==> config.mk <==
export PLATFORM = sky130hd
export DESIGN_NAME = mem_arbiter
export DESIGN_NICKNAME = d
export VERILOG_FILES = /design/src/rtl/mem_arbiter.sv
export SDC_FILE = /design/constraint.sdc
export NUM_CORES = 1
export LEC_CHECK = 0
export CAP_MARGIN = 20
export CELL_PAD_IN_SITES_DETAIL_PLACEMENT = 1
export CELL_PAD_IN_SITES_GLOBAL_PLACEMENT = 2
export CORE_ASPECT_RATIO = 1.2
export CORE_MARGIN = 5
export CORE_UTILIZATION = 10
export DETAILED_ROUTE_END_ITERATION = 12
export GPL_ROUTABILITY_DRIVEN = 0
export PLACE_DENSITY_LB_ADDON = 0.1
export SYNTH_ARGS = -nofsm -noshare
export SYNTH_HDL_FRONTEND = slang
export SYNTH_SLANG_ARGS = --single-unit
==> constraint.sdc <==
create_clock -name CLK -period 2.4 [get_ports CLK]
set_clock_uncertainty 0.1 [all_clocks]
set_input_delay 0.48 -clock CLK [delete_from_list [all_inputs] [get_ports CLK]]
set_output_delay 0.48 -clock CLK [all_outputs]
set_load 0.05 [all_outputs]
==> src/rtl/mem_arbiter.sv <==
// Two-requester memory arbiter: instruction fetch vs. data load/store onto one RAM port.
// Alternating priority under contention, with an access timeout that aborts via memerr.
module mem_arbiter #(
  parameter int TIMEOUT = 15
) (
  input  logic        CLK,
  input  logic        nRST,
  input  logic        iREN,
  input  logic [31:0] iaddr,
  input  logic        dREN,
  input  logic        dWEN,
  input  logic [31:0] daddr,
  input  logic [31:0] dstore,
  input  logic [31:0] ramload,
  input  logic        ram_ready,
  output logic        ramREN,
  output logic        ramWEN,
  output logic [31:0] ramaddr,
  output logic [31:0] ramstore,
  output logic        ihit,
  output logic        dhit,
  output logic [31:0] iload,
  output logic [31:0] dload,
  output logic        memerr
);

  typedef enum logic [1:0] {
    IDLE = 2'd0,
    IACC = 2'd1,
    DACC = 2'd2
  } state_t;

  localparam logic [7:0] CNT_LAST = 8'(TIMEOUT - 1);

  state_t     state, state_nxt;
  logic       lg, lg_nxt;       // last grant: 0 = instruction, 1 = data
  logic [7:0] cnt, cnt_nxt;
  logic       d_req;
  logic       expired;

  assign d_req   = dREN | dWEN;
  assign expired = (cnt == CNT_LAST) && !ram_ready;

  // NOTE: sequential state uses non-blocking assignments so every register
  // samples the pre-edge values, independent of statement order.
  always_ff @(posedge CLK or negedge nRST) begin
    if (!nRST) begin
      state <= IDLE;
      lg    <= 1'b0;
      cnt   <= '0;
    end else begin
      state <= state_nxt;
      lg    <= lg_nxt;
      cnt   <= cnt_nxt;
    end
  end

  // NOTE: every signal driven here gets a default first, so no path through
  // the case statement can leave one unassigned and infer a latch.
  always_comb begin
    state_nxt = state;
    lg_nxt    = lg;
    cnt_nxt   = cnt;
    ramREN    = 1'b0;
    ramWEN    = 1'b0;
    ramaddr   = '0;
    ramstore  = '0;
    ihit      = 1'b0;
    dhit      = 1'b0;
    iload     = '0;
    dload     = '0;
    memerr    = 1'b0;

    unique case (state)
      IDLE: begin
        // Contention goes to the side that was not served last.
        if (iREN && d_req) begin
          state_nxt = lg ? IACC : DACC;
          lg_nxt    = ~lg;
          cnt_nxt   = '0;
        end else if (iREN) begin
          state_nxt = IACC;
          lg_nxt    = 1'b0;
          cnt_nxt   = '0;
        end else if (d_req) begin
          state_nxt = DACC;
          lg_nxt    = 1'b1;
          cnt_nxt   = '0;
        end
      end

      IACC: begin
        ramREN  = 1'b1;
        ramaddr = iaddr;
        if (ram_ready) begin
          ihit      = 1'b1;
          iload     = ramload;
          state_nxt = IDLE;
        end else if (expired) begin
          ihit      = 1'b1;
          memerr    = 1'b1;
          state_nxt = IDLE;
        end else begin
          cnt_nxt = cnt + 8'd1;
        end
      end

      DACC: begin
        ramaddr  = daddr;
        ramstore = dstore;
        ramWEN   = dWEN;
        ramREN   = !dWEN;
        if (ram_ready) begin
          dhit      = 1'b1;
          dload     = dWEN ? 32'd0 : ramload;
          state_nxt = IDLE;
        end else if (expired) begin
          dhit      = 1'b1;
          memerr    = 1'b1;
          state_nxt = IDLE;
        end else begin
          cnt_nxt = cnt + 8'd1;
        end
      end

      default: state_nxt = IDLE;
    endcase
  end

endmodule
==> results.toml, run 1 <==
[route]
num_vias = 3142
wl_met1_um = 4870
wl_met3_um = 1550
ant_nets = 0
dr.pass1.iters = 4
top_layer_used = "met4"
wl_met2_um = 7020
via_per_inst = 4.07
routedWlPerCell_um = 17.7
drt_iter0_drc = 68
totalWireLength_um = 13700
drc = 0

[cells_and_area]
final_util_pct = 36.0
instances_no_fill = 772
final_nets = 693
layout-drive-gt1-share_pct = 36.4
fillers = 1997
num_antenna_cells = 0
syn2layout_area_growth_pct = 252

[grt]
grt_max_degree = 37
grt-ovfl-total = 0
antenna_found_initial = 0
grt_pass1_vias = 3483
grt_pass1_wl_um = 20600
grtUsageTotal_pct = 12.4

[cts]
clk_latency_ps = 240
cts_tree = "yes"
clock-sinks = 11
cts_root_buffer = "clkbuf_16"
clockBufferDepth = 2
clk_pin_slew_worst_paths_ps = 50
htreeDepth = 1
cts_buffers = 3

[worst_setup_path]
crit_type = "flip-flop to primary output"
max_stage_delay_ps = 420
worstRegToRegCells = 6
end_kind = "primary output"
worstPathRequired_ps = 1820
worst_setup_path_start_kind = "flip-flop"
r2r-end = "cnt[5]"
reg2reg_slack_ps = 390
crit_chain = "inv_1 > ha_2 > inv_1 > buf_4 > nor2_1 > buf_12"
path_delay_family = "buffers and inverters"
slowest_stage = "dfrtp_1"
arrival_ps = 1770
crit_fanout = 33
r2r_start = "state[1]"
cp_common_cell = "inv_1"
critPathBufInv = 4

[synthesis]
yosys_warnings = 0
synth_async_sr_flop_share_pct = 100
ys_ff_latch = 11
syn_area_um2 = 1800
synth_nets = 433
synth_top_area_share_pct = 15.3
synthTopCellsByArea = "dfrtp_1 (15%), nor2_1 (14%), a22oi_1 (13%), and2_1 (12%), nor2b_1 (11%)"
synth_common_cells = "nor2_1 (65), and2_1 (35), nand2_1 (33)"
seq_area_frac_synth_pct = 15.3
synth_cell_types = 27
yosys.area.top_type = "dfrtp_1"
avgSynthCellArea_um2 = 6.15
synth_edf_count = 0
yosysMostFrequentCell = "nor2_1"
synth_cells = 293
synthFlopType = "dfrtp_1"

[place]
dp_hpwl_um = 11800
portBuffers = 266
dp.cells = 765
place_ws_ps = -16.2

[floorplanning]
num_rows = 53
coreArea_um2 = 17600
start_util_pct = 10.2
pin_count = 267
die_area_um2 = 20800
fp.dieH_um = 157
fp.dieW_um = 133

[pwr]
ir_worst_vdd_v = 0.000469
power_density_nw_per_um2 = 935
p_leak_nw = 2.47

[sta]
fmax_mhz = 426
worst_pin_slew_ps = 566
min_period_ps = 2350
drv_slew = 0
period_share_pct = 97.8
setup_viol = 0
final.setup.worst_slack_ps = 53.7
whs_ps = 380
grt_setup_unrepaired = "true"
slew_headroom_pct = 62.1
hold_viol_final = 0

[min_path]
min_from = "cnt[7]"
min_path_type = "flip-flop to flip-flop"
min_path_cells = 1
whs_endpoint = "cnt[7]"

[run]
cap_violations = 0

[run_status]
outcome = "completed"
[area by class of cell]
class                           count  area (um^2)  area share, %
Timing Repair Buffer              282         4160           65.5
Multi-Input combinational cell    247         1530           24.1
Sequential cell                    11          275           4.34
Tap cell                          220          275           4.34
Clock buffer                        4         78.8           1.24
Inverter                            8         30.0          0.473
[cells by family after synthesis]
logic type	Yosys count	synth area share [%]
mux	1	0.555
compound gates	58	22.6
buf+inv	35	7.36
fa+ha+maj	6	4.16
flops	11	15.3
simple gates	182	50.1
[registers in the layout (all words and copies together) (netlist names)]
register / count
cnt: 8
lg: 1
state: 2
[power by group]
part           switching, mW  total, mW  internal (mW)
registers             0.0402      0.266          0.226
clock network         0.0923      0.317          0.224
logic                   2.87       5.35           2.48
[layout by cell type (no fill, tap or decap), types with 2 or more instances in the layout]
cell type,instances
buf_12,136
clkdlybuf4s50_1,133
nor2_1,57
and2_1,34
nand2_1,33
a22oi_1,32
nor2b_2,32
a31oi_1,14
dfrtp_1,11
buf_4,11
nor2_2,8
inv_1,7
nand2b_1,7
and3_1,6
a21oi_1,4
ha_1,4
clkbuf_16,3
a21boi_2,2
o22ai_1,2
buf_6,2
[layer usage]
layer | vias to the layer above | global-route usage, %
li1 | 1488 | -
met5 | - | 0
met1 | 1451 | 13.0
met3 | 8 | 5.88
met2 | 195 | 22.7
met4 | 0 | 2.48
[worst reg2reg max path: cells and delay by family (launching register included)]
family | cells | cell delay (ps)
adder cells (fa/ha/maj) | 1 | 420
AO/OA/AOI/OAI | 3 | 680
buffers and inverters | 2 | 330
flip-flops | 1 | 400
[what timing repair did]
item | in CTS | in global routing
resized for setup | 3 | 12
buffers inserted | 0 | 3
endpoints found under the setup margin | 59 | 79
hold buffers | 0 | 0
pin swaps | 0 | 2
[worst max-delay path by stage]
stage                          from        end  slack [ps]  depth (start not counted)
final                      state[1]  iload[23]          50                          6
after global placement    ram_ready       dhit          20                          6
after detailed placement  ram_ready       ihit         -20                          6
after floorplan            state[0]     memerr        -170                          4
after CTS                  state[0]   dload[1]           2                          6
after global routing       state[1]   iload[7]         -40                          6
[stage by stage]
stage                     setup TNS [ps]  cell area [um^2]  power, mW
after floorplan                     -168              1890       2.94
after global placement                 0              6200       5.61
after detailed placement           -21.5              6200       5.64
after CTS                              0              6290       5.99
after global routing                -680              6340       6.24
final                                  0              6340       5.93
Note: power is estimated with default switching activity, not from simulation.
==> inputs of run 2 (changes only) <==
--- a/config.mk
+++ b/config.mk
@@ -13,7 +13,7 @@
 export CORE_UTILIZATION = 10
 export DETAILED_ROUTE_END_ITERATION = 12
 export GPL_ROUTABILITY_DRIVEN = 0
-export PLACE_DENSITY_LB_ADDON = 0.1
+export PLACE_DENSITY = 0.9
 export SYNTH_ARGS = -nofsm -noshare
 export SYNTH_HDL_FRONTEND = slang
 export SYNTH_SLANG_ARGS = --single-unit
==> results.toml, run 2 (synthesized netlist as in run 1, its figures left out) <==
[sta]
slew_headroom_pct = 63.0
fmax_mhz = 426
worst_pin_slew_ps = 554
hold_viol_final = 0
setup_tns_ps = 0
period_share_pct = 97.8
min_period_ps = 2350
setup_viol = 0
grt_setup_unrepaired = "true"
drv_slew = 0

[floorplanning]
coreArea_um2 = 17600
fp.dieW_um = 133
num_rows = 53
fp.dieH_um = 157
die_area_um2 = 20800
pin_count = 267
start_util_pct = 10.2

[route]
num_vias = 3138
totalWireLength_um = 12400
ant_nets = 0
drc = 0
via_per_inst = 4.06
dr.pass1.iters = 4
routedWlPerCell_um = 16.1
drt_iter0_drc = 56

[grt]
grtUsageTotal_pct = 10.8
grt_pass1_wl_um = 18100
grt-ovfl-total = 0
grt_pass1_vias = 3268
antenna_found_initial = 0
grt_max_degree = 47

[worst_setup_path]
arrival_ps = 1770
slowest_stage = "clkdlybuf4s50_1"
worst_setup_path_start_kind = "input pin"
crit_type = "input pin to primary output"
crit_fanout = 17
end_kind = "primary output"
reg2reg_slack_ps = 430
max_stage_delay_ps = 520
path_delay_family = "buffers and inverters"
r2r_start = "state[0]"
crit_chain = "clkdlybuf4s50_1 > buf_4 > nand2_1 > nor2_1 > buf_12"
r2r-end = "cnt[6]"
worstPathRequired_ps = 1820
worstRegToRegCells = 6
critPathBufInv = 3

[place]
dp_hpwl_um = 10800
portBuffers = 266

[cts]
cts_tree = "yes"
clk_latency_ps = 240
postCtsHoldBufs = 0
cts_buffers = 3
htreeDepth = 1
clock-sinks = 11
cts_root_buffer = "clkbuf_16"
clk_pin_slew_worst_paths_ps = 40
clockBufferDepth = 2

[cells_and_area]
final_nets = 694
syn2layout_area_growth_pct = 254
layout-drive-gt1-share_pct = 38.3
largest-register = "cnt"
num_antenna_cells = 0
largest_registers = "cnt: 8 flops, state: 2 flops, lg: 1 flops"
largest_register_ffs = 8
fillers = 1939
final_cell_mix = "buf_12 (136), clkdlybuf4s50_1 (133), nor2_1 (46), and2_1 (34), nand2_1 (33)"
final_common_cell = "buf_12"

[run_status]
outcome = "completed"

[min_path]
min_path_type = "flip-flop to flip-flop"
min_path_cells = 1
min_from = "cnt[7]"
whs_endpoint = "cnt[7]"

[pwr]
power_density_nw_per_um2 = 928
p_leak_nw = 2.48
total_power_mw = 5.93
ir_worst_vdd_v = 0.000480

[run]
cap_violations = 0
==> run 2: cell types whose count changed in the layout (fill, tap and decap cells not counted), sizes merged <==
cell | previous run | this run
buf | 149 | 150
==> run 2: power breakdown <==
group          internal [mW]  leakage, nW  total, mW  switching [mW]
Sequential             0.226        0.147      0.263          0.0368
Combinational           2.48         2.29       5.36            2.88
Clock                  0.223       0.0382      0.305          0.0818
Total                   2.93         2.48       5.93            2.99
==> run 2: worst max path at each step <==
stage,from,end,cells after the start
floorplan,state[0],memerr,4
global placement,ram_ready,dhit,5
detailed placement,dWEN,cnt[6],7
CTS,state[1],iload[20],6
global route,ram_ready,dload[22],5
finish,ram_ready,dload[21],5
==> run 2: metal layers <==
layer  wire [um]  vias up  share of wire [%]  global-route usage, %
met5           0        -                  0                      0
met1        4480     1434                 36                   11.5
li1            -     1492                  -                      -
met4          89        0               0.72                   1.29
met2        6490      206                 52                   20.8
met3        1380        6                 11                   4.09
==> run 2: repair_timing <==
action | 4_1_cts | 5_1_grt
gates resized for setup | 4 | 23
endpoints found under the hold margin | 0 | 0
buffers inserted | 0 | 0
setup endpoints to repair | 4 | 56
==> run 2: cell type report <==
cell class                 instances  area [um^2]  area share, %
tap                              220          275           4.31
inverter                           8         30.0          0.470
clock buffer                       4         78.8           1.23
sequential                        11          275           4.31
timing repair buffer             283         4170           65.3
multi-input combinational        247         1560           24.4
==> run 2: per-stage QoR <==
stage | hold WS, ps | instances | setup WS, ps | util, % | instance area, um^2
detailed placement | 376 | 769 | 28.0 | 35.3 | 6230
finish | 378 | 773 | 52.3 | 36.2 | 6390
global placement | 360 | 769 | 52.4 | 35.3 | 6230
floorplan | 84.4 | 293 | -168 | - | 1890
CTS | 381 | 773 | -2.03 | 35.8 | 6320
global route | 402 | 773 | -20.5 | 36.2 | 6390
